**src/rtl/muldiv_sequencer_if.sv**
```systemverilog
// Handshake/bus bundle between the EX stage and the multi-cycle mul/div sequencer.
// master drives the request side; slave is the sequencer.
interface muldiv_sequencer_if #(
  parameter int WIDTH = 32
);
  logic             start;
  logic [2:0]       op;
  logic [WIDTH-1:0] a;
  logic [WIDTH-1:0] b;
  logic             flush;
  logic             stall;
  logic             busy;
  logic             done;
  logic [WIDTH-1:0] result;
  logic             div_by_zero;

  modport master (
    output start, op, a, b, flush,
    input  stall, busy, done, result, div_by_zero
  );

  modport slave (
    input  start, op, a, b, flush,
    output stall, busy, done, result, div_by_zero
  );
endinterface

```
**src/rtl/muldiv_sequencer.sv**
```systemverilog
// Multi-cycle multiply (radix-2 shift-add) / signed divide (restoring radix-2)
// sequencer that stalls the IF/ID/EX pipeline while an operation is in flight.
module muldiv_sequencer #(
  parameter int WIDTH = 32
) (
  input logic               clk,
  input logic               rst,
  muldiv_sequencer_if.slave bus
);
  localparam int         CNT_W  = ($clog2(WIDTH) > 5) ? $clog2(WIDTH) : 5;
  localparam logic [2:0] OP_MUL = 3'b010;
  localparam logic [2:0] OP_DIV = 3'b011;

  typedef enum logic [1:0] {S_IDLE, S_MUL, S_DIV, S_DONE} state_t;

  state_t           r_state;
  state_t           w_next;
  logic [CNT_W-1:0] r_cnt;
  logic [2:0]       r_op;
  logic [WIDTH-1:0] r_opa;      // mul: multiplicand; div: dividend -> quotient shift register
  logic [WIDTH-1:0] r_opb;      // mul: multiplier; div: divisor magnitude
  logic [WIDTH-1:0] r_acc;      // mul: partial product; div: partial remainder
  logic [WIDTH-1:0] r_result;
  logic             r_neg;
  logic             r_dbz_pend;
  logic             r_dbz;

  logic             w_valid_op;
  logic             w_is_div;
  logic             w_accept;
  logic             w_done;
  logic [WIDTH-1:0] w_rem_sh;
  logic             w_rem_ge;
  logic [WIDTH-1:0] w_final;

  function automatic logic [WIDTH-1:0] f_negate(input logic [WIDTH-1:0] v);
    return ~v + WIDTH'(1);
  endfunction

  // Magnitude of a two's-complement value; the most-negative value maps to 2^(WIDTH-1) unsigned.
  function automatic logic [WIDTH-1:0] f_mag(input logic signed [WIDTH-1:0] v);
    logic [WIDTH-1:0] u;
    u = v;
    return v[WIDTH-1] ? f_negate(u) : u;
  endfunction

  assign w_valid_op = (bus.op == OP_MUL) || (bus.op == OP_DIV);
  assign w_is_div   = (bus.op == OP_DIV);
  assign w_accept   = bus.start & w_valid_op & ~bus.flush;

  // Remainder stays below the divisor (<= 2^(WIDTH-1)), so its top bit is always free for the shift.
  assign w_rem_sh = {r_acc[WIDTH-2:0], r_opa[WIDTH-1]};
  assign w_rem_ge = (w_rem_sh >= r_opb);

  assign w_final = (r_op == OP_DIV)
                 ? (r_dbz_pend ? '1 : (r_neg ? f_negate(r_opa) : r_opa))
                 : r_acc;

  always_ff @(posedge clk) begin
    if (rst) r_state <= S_IDLE;
    else     r_state <= w_next;
  end

  always_comb begin
    w_next = r_state;
    case (r_state)
      S_IDLE: begin
        if (w_accept) begin
          if (w_is_div && (bus.b == '0)) w_next = S_DONE;
          else if (w_is_div)             w_next = S_DIV;
          else                           w_next = S_MUL;
        end
      end
      S_MUL, S_DIV: begin
        if (bus.flush)        w_next = S_IDLE;
        else if (r_cnt == '0) w_next = S_DONE;
      end
      S_DONE:  w_next = S_IDLE;
      default: w_next = S_IDLE;
    endcase
  end

  always_comb begin
    w_done          = ~rst & ~bus.flush & (r_state == S_DONE);
    bus.stall       = ~rst & ~bus.flush &
                      (((r_state == S_IDLE) & bus.start & w_valid_op) |
                       (r_state == S_MUL) | (r_state == S_DIV));
    bus.busy        = (r_state == S_MUL) | (r_state == S_DIV);
    bus.done        = w_done;
    bus.result      = w_done ? w_final : r_result;
    bus.div_by_zero = w_done ? r_dbz_pend : r_dbz;
  end

  always_ff @(posedge clk) begin
    if (rst) begin
      r_cnt      <= '0;
      r_op       <= '0;
      r_opa      <= '0;
      r_opb      <= '0;
      r_acc      <= '0;
      r_neg      <= 1'b0;
      r_dbz_pend <= 1'b0;
      r_result   <= '0;
      r_dbz      <= 1'b0;
    end else begin
      case (r_state)
        S_IDLE: begin
          if (w_accept) begin
            r_op  <= bus.op;
            r_cnt <= CNT_W'(WIDTH - 1);
            r_acc <= '0;
            if (w_is_div) begin
              r_opa      <= f_mag(bus.a);
              r_opb      <= f_mag(bus.b);
              r_neg      <= bus.a[WIDTH-1] ^ bus.b[WIDTH-1];
              r_dbz_pend <= (bus.b == '0);
            end else begin
              r_opa      <= bus.a;
              r_opb      <= bus.b;
              r_neg      <= 1'b0;
              r_dbz_pend <= 1'b0;
            end
          end
        end
        S_MUL: begin
          if (r_opb[0]) r_acc <= r_acc + r_opa;
          r_opa <= {r_opa[WIDTH-2:0], 1'b0};
          r_opb <= {1'b0, r_opb[WIDTH-1:1]};
          r_cnt <= r_cnt - CNT_W'(1);
        end
        S_DIV: begin
          r_acc <= w_rem_ge ? (w_rem_sh - r_opb) : w_rem_sh;
          r_opa <= {r_opa[WIDTH-2:0], w_rem_ge};
          r_cnt <= r_cnt - CNT_W'(1);
        end
        S_DONE: begin
          // A flush in DONE cancels the result, so the visible outputs keep the previous value.
          if (!bus.flush) begin
            r_result <= w_final;
            r_dbz    <= r_dbz_pend;
          end
        end
        default: ;
      endcase
    end
  end
endmodule

```
**src/flat_wrapper.sv**
```systemverilog
// flat-port wrapper written by rule: the top's interface ports become plain ports
module muldiv_sequencer_flat 
#(
  parameter int WIDTH = 32
)
  (clk, rst, bus_start, bus_op, bus_a, bus_b, bus_flush, bus_stall, bus_busy, bus_done, bus_result, bus_div_by_zero);
  muldiv_sequencer_if #(.WIDTH(WIDTH)) bus_i ();
  input logic clk;
  input logic rst;
  input wire logic [$bits(bus_i.start)-1:0] bus_start;
  input wire logic [$bits(bus_i.op)-1:0] bus_op;
  input wire logic [$bits(bus_i.a)-1:0] bus_a;
  input wire logic [$bits(bus_i.b)-1:0] bus_b;
  input wire logic [$bits(bus_i.flush)-1:0] bus_flush;
  output wire logic [$bits(bus_i.stall)-1:0] bus_stall;
  output wire logic [$bits(bus_i.busy)-1:0] bus_busy;
  output wire logic [$bits(bus_i.done)-1:0] bus_done;
  output wire logic [$bits(bus_i.result)-1:0] bus_result;
  output wire logic [$bits(bus_i.div_by_zero)-1:0] bus_div_by_zero;
  assign bus_i.start = bus_start;
  assign bus_i.op = bus_op;
  assign bus_i.a = bus_a;
  assign bus_i.b = bus_b;
  assign bus_i.flush = bus_flush;
  assign bus_stall = bus_i.stall;
  assign bus_busy = bus_i.busy;
  assign bus_done = bus_i.done;
  assign bus_result = bus_i.result;
  assign bus_div_by_zero = bus_i.div_by_zero;
  muldiv_sequencer #(.WIDTH(WIDTH)) u_core (.clk(clk), .rst(rst), .bus(bus_i));
endmodule
```
**config.mk**
```make
export PLATFORM = sky130hd
export DESIGN_NAME = muldiv_sequencer_flat
export DESIGN_NICKNAME = d
export VERILOG_FILES = /design/src/rtl/muldiv_sequencer_if.sv /design/src/rtl/muldiv_sequencer.sv /design/src/flat_wrapper.sv
export SDC_FILE = /design/constraint.sdc
export NUM_CORES = 1
export LEC_CHECK = 0
export ABC_CLOCK_PERIOD_IN_PS = 3900
export CAP_MARGIN = 20
export CORE_MARGIN = 2
export CORE_UTILIZATION = 60
export DETAILED_ROUTE_END_ITERATION = 10
export HOLD_SLACK_MARGIN = 0.1
export PLACE_DENSITY_LB_ADDON = 0.08
export SYNTH_ARGS = -nofsm -noshare
export SYNTH_HDL_FRONTEND = slang
export SYNTH_SLANG_ARGS = --single-unit
```
**constraint.sdc**
```tcl
create_clock -name clk -period 3.9 [get_ports clk]
set_input_delay 0.39 -clock clk [delete_from_list [all_inputs] [get_ports clk]]
set_output_delay 0.39 -clock clk [all_outputs]
set_load 0.01 [all_outputs]
```
==> flow_metrics.env, run 1 <==
export IMPL_yosys_area_top_type="dfxtp_1"
export IMPL_crit_arrival_ns=3.40
export IMPL_layout_common_cells="nand2_1, a21oi_1, o21ai_0"
export IMPL_rsz0062_at_grt="true"
export IMPL_drive_above_1_share=0.0654
export IMPL_fin_skew_ns=0.00970
export IMPL_grt_usage=0.332
export IMPL_synth_nets=1758
export IMPL_layout_commonest_cell="nand2_1"
export IMPL_dieHeight_microns=145
export IMPL_grt_pass1_wl_microns=57200
export IMPL_std_cell_rows=51
export IMPL_whs_ns=0.349
export IMPL_netlist_instances=1612
export IMPL_gp_congestion=0.927
export IMPL_layout_min_cycle_time_ns=3.79
export IMPL_finalCritPeriodShare=0.972
export IMPL_io_buffer_count=106
export IMPL_setup_viol=0
export IMPL_grt_overflow=0
export IMPL_hold_violations=0
export IMPL_htreeDepth=4
export IMPL_top_layer="met4"
export IMPL_async_reset_ff_frac=0
export IMPL_pin_count=107
export IMPL_startpoint_type="register"
export IMPL_dpl_cell_area_sq_um=13200
export IMPL_cts_tree="done"
export IMPL_coreArea_sq_um=19500
export IMPL_timing_final_max_slew_violations=0
export IMPL_vias_per_cell=6.40
export IMPL_relSlewSlack=0.327
export IMPL_ys_top_cells_by_area="dfxtp_1, ha_1, a21oi_1"
export IMPL_n_antenna_cell=0
export IMPL_yosysTopAreaCellShare=0.237
export IMPL_synth_main_ff_cell="dfxtp_1"
export IMPL_syn_area_sq_um=11900
export IMPL_rrSetupSlack_ns=0.47
export IMPL_clock_sinks=141
export IMPL_r2r_end="u_core.r_acc[4]"
export IMPL_grt_max_degree=90
export IMPL_vias=12450
export IMPL_worstSetupEndpointType="primary output"
export IMPL_dr_wl_met2_microns=16600
export IMPL_critPathMaxFanout=8
export IMPL_die_x_microns=145
export IMPL_initial_core_util=0.613
export IMPL_min_from="rst"
export IMPL_drtAntennaViolNets=0
export IMPL_grt_pass1_vias=11356
export IMPL_die_area_sq_um=21000
export IMPL_ys_seq_area_frac=0.237
export IMPL_dr_pass1_iters=5
export IMPL_fillCellCount=1700
export IMPL_area_delta_synth_final_pct=16.2
export IMPL_wirelength_microns=36200
export IMPL_rr_worst_depth=10
export IMPL_synth_edf_count=0
export IMPL_antenna_found_initial=1
export IMPL_dr_wl_met3_microns=3050
export IMPL_finalNetCount=1816
export IMPL_worstHoldEndpoint="u_core.r_state[1]"
export IMPL_clockBufferDepth=2
export IMPL_yosys_warnings=0
export IMPL_numCtsBuffers=17
export IMPL_syn_avg_cell_area_sq_um=7.40
export IMPL_powerDensity_nw_per_um2=671
export IMPL_dp_hpwl_microns=27300
export IMPL_wl_per_cell_microns=18.6
export IMPL_worst_slew_pin_slew_ns=1.01
export IMPL_hp_class="input pin to register"
export IMPL_ys_seq_elements=141
export IMPL_drv_cap=0
export IMPL_postCtsHoldBufs=0
export IMPL_outcome="complete, no violations"
export IMPL_synth_distinct_cells=76
export IMPL_drc=0
export IMPL_crit_type="register to primary output"
export IMPL_r2r_start="u_core.r_acc[18]"
export IMPL_first_iter_violations=1202
export IMPL_hold_path_cell_count=3
export IMPL_leakage_uw=0.00588
export IMPL_fmax_mhz=264
export IMPL_clk_pin_slew_ns=0.06
export IMPL_design_area_sq_um=13900
export IMPL_cts_root_buf="clkbuf_16"
export IMPL_clkLatencyLatePin_ns=0.43
export IMPL_crit_required_ns=3.51
export IMPL_irDropWorstVdd_mv=1.19
export IMPL_wl_met1_microns=15300
[per-layer routing]
layer  GRT usage  vias to the layer above
met3      0.0579                      100
met4       0.129                        0
met1       0.450                     5802
li1            -                     6026
met5           0                        -
met2       0.528                      522
[final cells by class]
cell class	instances	area, sq um	area share
clock buffers	18	439	0.0317
clock inverters	12	148	0.0106
inverters	63	236	0.0171
multi-input cells	1310	8580	0.619
flip-flops and latches	141	2830	0.204
well taps	265	332	0.0239
repair buffers	137	1300	0.0937
[state kept, by name, summed over array words and instances (netlist names), 2 cells and up]
name             count
u_core.r_acc        32
u_core.r_opa        32
u_core.r_opb        32
u_core.r_result     32
u_core.r_cnt         5
u_core.r_op          3
u_core.r_state       2
[report_power, final]
part	internal, uW	switching, uW
logic	2160	3420
clock network	1010	651
registers	1700	360
total	4870	4430
[worst max-delay path, stage by stage (launching register included)]
cell             delay [ns]
dfxtp_2                0.36
or4_4                  0.58
nor4_4                 0.22
nand3b_1               0.25
o21a_1                 0.29
or3_1                  0.35
a21oi_1                0.16
a21oi_1                0.11
a21o_1                 0.18
clkdlybuf4s50_1        0.47
[synthesized netlist by cell type, types with 9 or more instances]
cell,count
nand4_1,21
a21o_1,75
dfxtp_1,141
or3_1,13
clkbuf_1,89
nor2_1,98
o31ai_1,24
xor2_1,80
nor3_1,30
nor2b_1,10
o21a_1,12
a211oi_1,17
or4_1,9
a21oi_1,174
ha_1,73
xnor2_1,62
o211ai_1,22
a221o_1,20
inv_1,61
o41ai_1,10
nand2_1,196
a222oi_1,10
nand2b_1,11
nand3_1,17
mux2i_1,9
o21ai_0,159
o221ai_1,15
and2_1,11
[what timing repair did]
action | in CTS | in global routing
buffers inserted | 3 | 1
pin swaps | 4 | 6
endpoints found under the setup margin | 4 | 10
resized for setup | 9 | 12
[how the worst max path moves through the flow]
stage / start / endpoint / slack [ns] / cells past startpoint
final: u_core.r_opa[6] / bus_result[25] / 0.11 / 9
after global routing: u_core.r_opa[6] / bus_result[29] / -0.005 / 10
after global placement: u_core.r_opa[2] / bus_result[30] / 0.40 / 10
after detailed placement: u_core.r_opa[2] / bus_result[30] / 0.33 / 10
after floorplan: u_core.r_opa[31] / u_core.r_acc[10] / 0.95 / 13
after CTS: u_core.r_opa[6] / bus_result[28] / -0.002 / 10
[cells by family (layout without fill, tap and decap cells)]
logic type                 count (synthesis)  in the layout  synth area share
and+or+nand+nor                          465            465             0.186
DFF                                      141            141             0.237
buffers and inverters                    161            230            0.0528
xor gates and xnor gates                 142            142             0.104
adders and majority gates                 75             75            0.0799
AOI/OAI and AO/OA                        615            615             0.329
muxes                                     13             13            0.0113
[through the flow]
stage | TNS (ns) | worst slack (ns) | total power, uW | std cells | util
final | 0 | 0.108 | 9300 | 1946 | 0.712
after global routing | -0.00483 | -0.00458 | 9980 | 1946 | 0.712
after CTS | -0.00213 | -0.00213 | 9150 | 1945 | 0.709
after detailed placement | 0 | 0.333 | 7430 | 1912 | 0.676
after global placement | 0 | 0.400 | 7370 | 1912 | 0.676
after floorplan | 0 | 0.948 | 6090 | 1612 | -
Note: power is estimated with default switching activity, not from simulation.
==> run 2: changes to the inputs <==
Settings changed: CTS_CLUSTER_DIAMETER set to 80, HOLD_SLACK_MARGIN 0.1 to unset, SKIP_CTS_REPAIR_TIMING set to 1.
==> run 2 against run 1 <==
  * Clock power about the same
  * Worst hold slack got worse by 0.0095 ns
  * Register-to-register slack about the same
  * Power is essentially flat
  * Non-clock buffer count is the same
  * Global-route usage shrank 0.14 points
  * Sequential power about the same
  * Routed wire length is essentially flat
  * Via count down 0.43%
  * Count of clock-buffer cells in the layout did not move
  * Largest cell class unchanged
  * Highest routed layer unchanged
==> flow_metrics.env, run 2 (synthesis gave the netlist of run 1 again) <==
export IMPL_outcome="complete, no violations"
export IMPL_sequential_cell_area_sq_um=2830
export IMPL_die_x_microns=145
export IMPL_crit_arrival_ns=3.43
export IMPL_fin_skew_ns=0.0109
export IMPL_worstSetupEndpointType="primary output"
export IMPL_startpoint_type="register"
export IMPL_powerDensity_nw_per_um2=671
export IMPL_layout_commonest_cell="nand2_1"
export IMPL_clkLatencyLatePin_ns=0.43
export IMPL_grt_pass1_wl_microns=57000
export IMPL_initial_core_util=0.613
export IMPL_rr_worst_depth=13
export IMPL_whs_ns=0.339
export IMPL_wirelength_microns=36200
export IMPL_io_buffer_count=106
export IMPL_crit_required_ns=3.51
export IMPL_multiInputGateArea_sq_um=8580
export IMPL_htreeDepth=4
export IMPL_grt_usage=0.331
export IMPL_drv_cap=0
export IMPL_antenna_found_initial=1
export IMPL_grt_max_degree=90
export IMPL_drc=0
export IMPL_finalNetCount=1816
export IMPL_setup_viol=0
export IMPL_hold_path_cell_count=3
export IMPL_dp_hpwl_microns=27300
export IMPL_leakage_uw=0.00592
export IMPL_std_cell_rows=51
export IMPL_cts_root_buf="clkbuf_16"
export IMPL_final_util=0.712
export IMPL_numCtsBuffers=17
export IMPL_drtAntennaViolNets=0
export IMPL_worst_slew_pin_slew_ns=0.986
export IMPL_hp_class="input pin to register"
export IMPL_n_antenna_cell=0
export IMPL_dieHeight_microns=145
export IMPL_crit_type="register to primary output"
export IMPL_grt_pass1_vias=11296
export IMPL_wl_per_cell_microns=18.6
export IMPL_irDropWorstVdd_mv=1.19
export IMPL_first_iter_violations=1219
export IMPL_layout_min_cycle_time_ns=3.82
export IMPL_hold_violations=0
export IMPL_vias=12397
export IMPL_coreArea_sq_um=19500
export IMPL_critPathMaxFanout=8
export IMPL_drive_above_1_share=0.0654
export IMPL_relSlewSlack=0.343
export IMPL_clockBufferDepth=2
export IMPL_clk_pin_slew_ns=0.06
export IMPL_cts_tree="done"
export IMPL_dp_cells=1912
export IMPL_final_cells=1946
export IMPL_finalCritPeriodShare=0.978
export IMPL_pin_count=107
export IMPL_grt_overflow=0
export IMPL_die_area_sq_um=21000
export IMPL_area_delta_synth_final_pct=16.2
export IMPL_layout_common_cells="nand2_1, a21oi_1, o21ai_0"
export IMPL_dr_pass1_iters=8
export IMPL_vias_per_cell=6.37
export IMPL_gp_congestion=0.927
export IMPL_timing_final_max_slew_violations=0
export IMPL_fillCellCount=1700
export IMPL_fmax_mhz=262
export IMPL_clock_sinks=141
run 2: stage by stage:
stage	worst slack, ns	setup TNS [ns]	power (uW)	area [sq um]
3_5_place_dp	0.333	0	7430	13200
6_report	0.0844	0	9300	13900
5_1_grt	-0.0320	-0.0504	9970	13900
4_1_cts	-0.186	-0.419	9120	13800
3_3_place_gp	0.400	0	7370	13200
2_1_floorplan	0.948	0	6090	11900
run 2: final timing paths:
kind	startpoint	endpoint	slack, ns
min reg2reg	u_core.r_result[24]	u_core.r_result[24]	0.44
min	rst	u_core.r_state[1]	0.34
max	u_core.r_opa[13]	bus_result[26]	0.08
max reg2reg	u_core.r_opa[31]	u_core.r_acc[4]	0.46
run 2: cell type report:
| type | count | area share |
|---|---|---|
| Clock inverter | 12 | 0.0106 |
| Multi-Input combinational cell | 1310 | 0.619 |
| Timing Repair Buffer | 137 | 0.0940 |
| Inverter | 63 | 0.0171 |
| Tap cell | 265 | 0.0239 |
| Clock buffer | 18 | 0.0317 |
| Sequential cell | 141 | 0.204 |
run 2: critical path: stages, from the launching register on:
cell	delay [ns]
dfxtp_1	0.39
or4_4	0.61
nor4_2	0.23
inv_1	0.09
or4_1	0.41
o21ai_1	0.16
xor2_1	0.13
a311oi_2	0.34
a21o_1	0.12
clkdlybuf4s50_1	0.53
run 2: layer usage:
layer | part of all wire | vias up | track usage
met5 | 0 | - | 0
met4 | 0.031 | 0 | 0.123
met3 | 0.078 | 87 | 0.0572
met2 | 0.46 | 491 | 0.527
met1 | 0.43 | 5786 | 0.450
li1 | - | 6033 | -
run 2: where the power goes:
part	switching, uW	total [uW]	internal (uW)	leakage (uW)
clock network	650	1660	1010	0.000287
logic	3430	5580	2150	0.00448
registers	357	2060	1700	0.00115
total	4430	9300	4870	0.00592
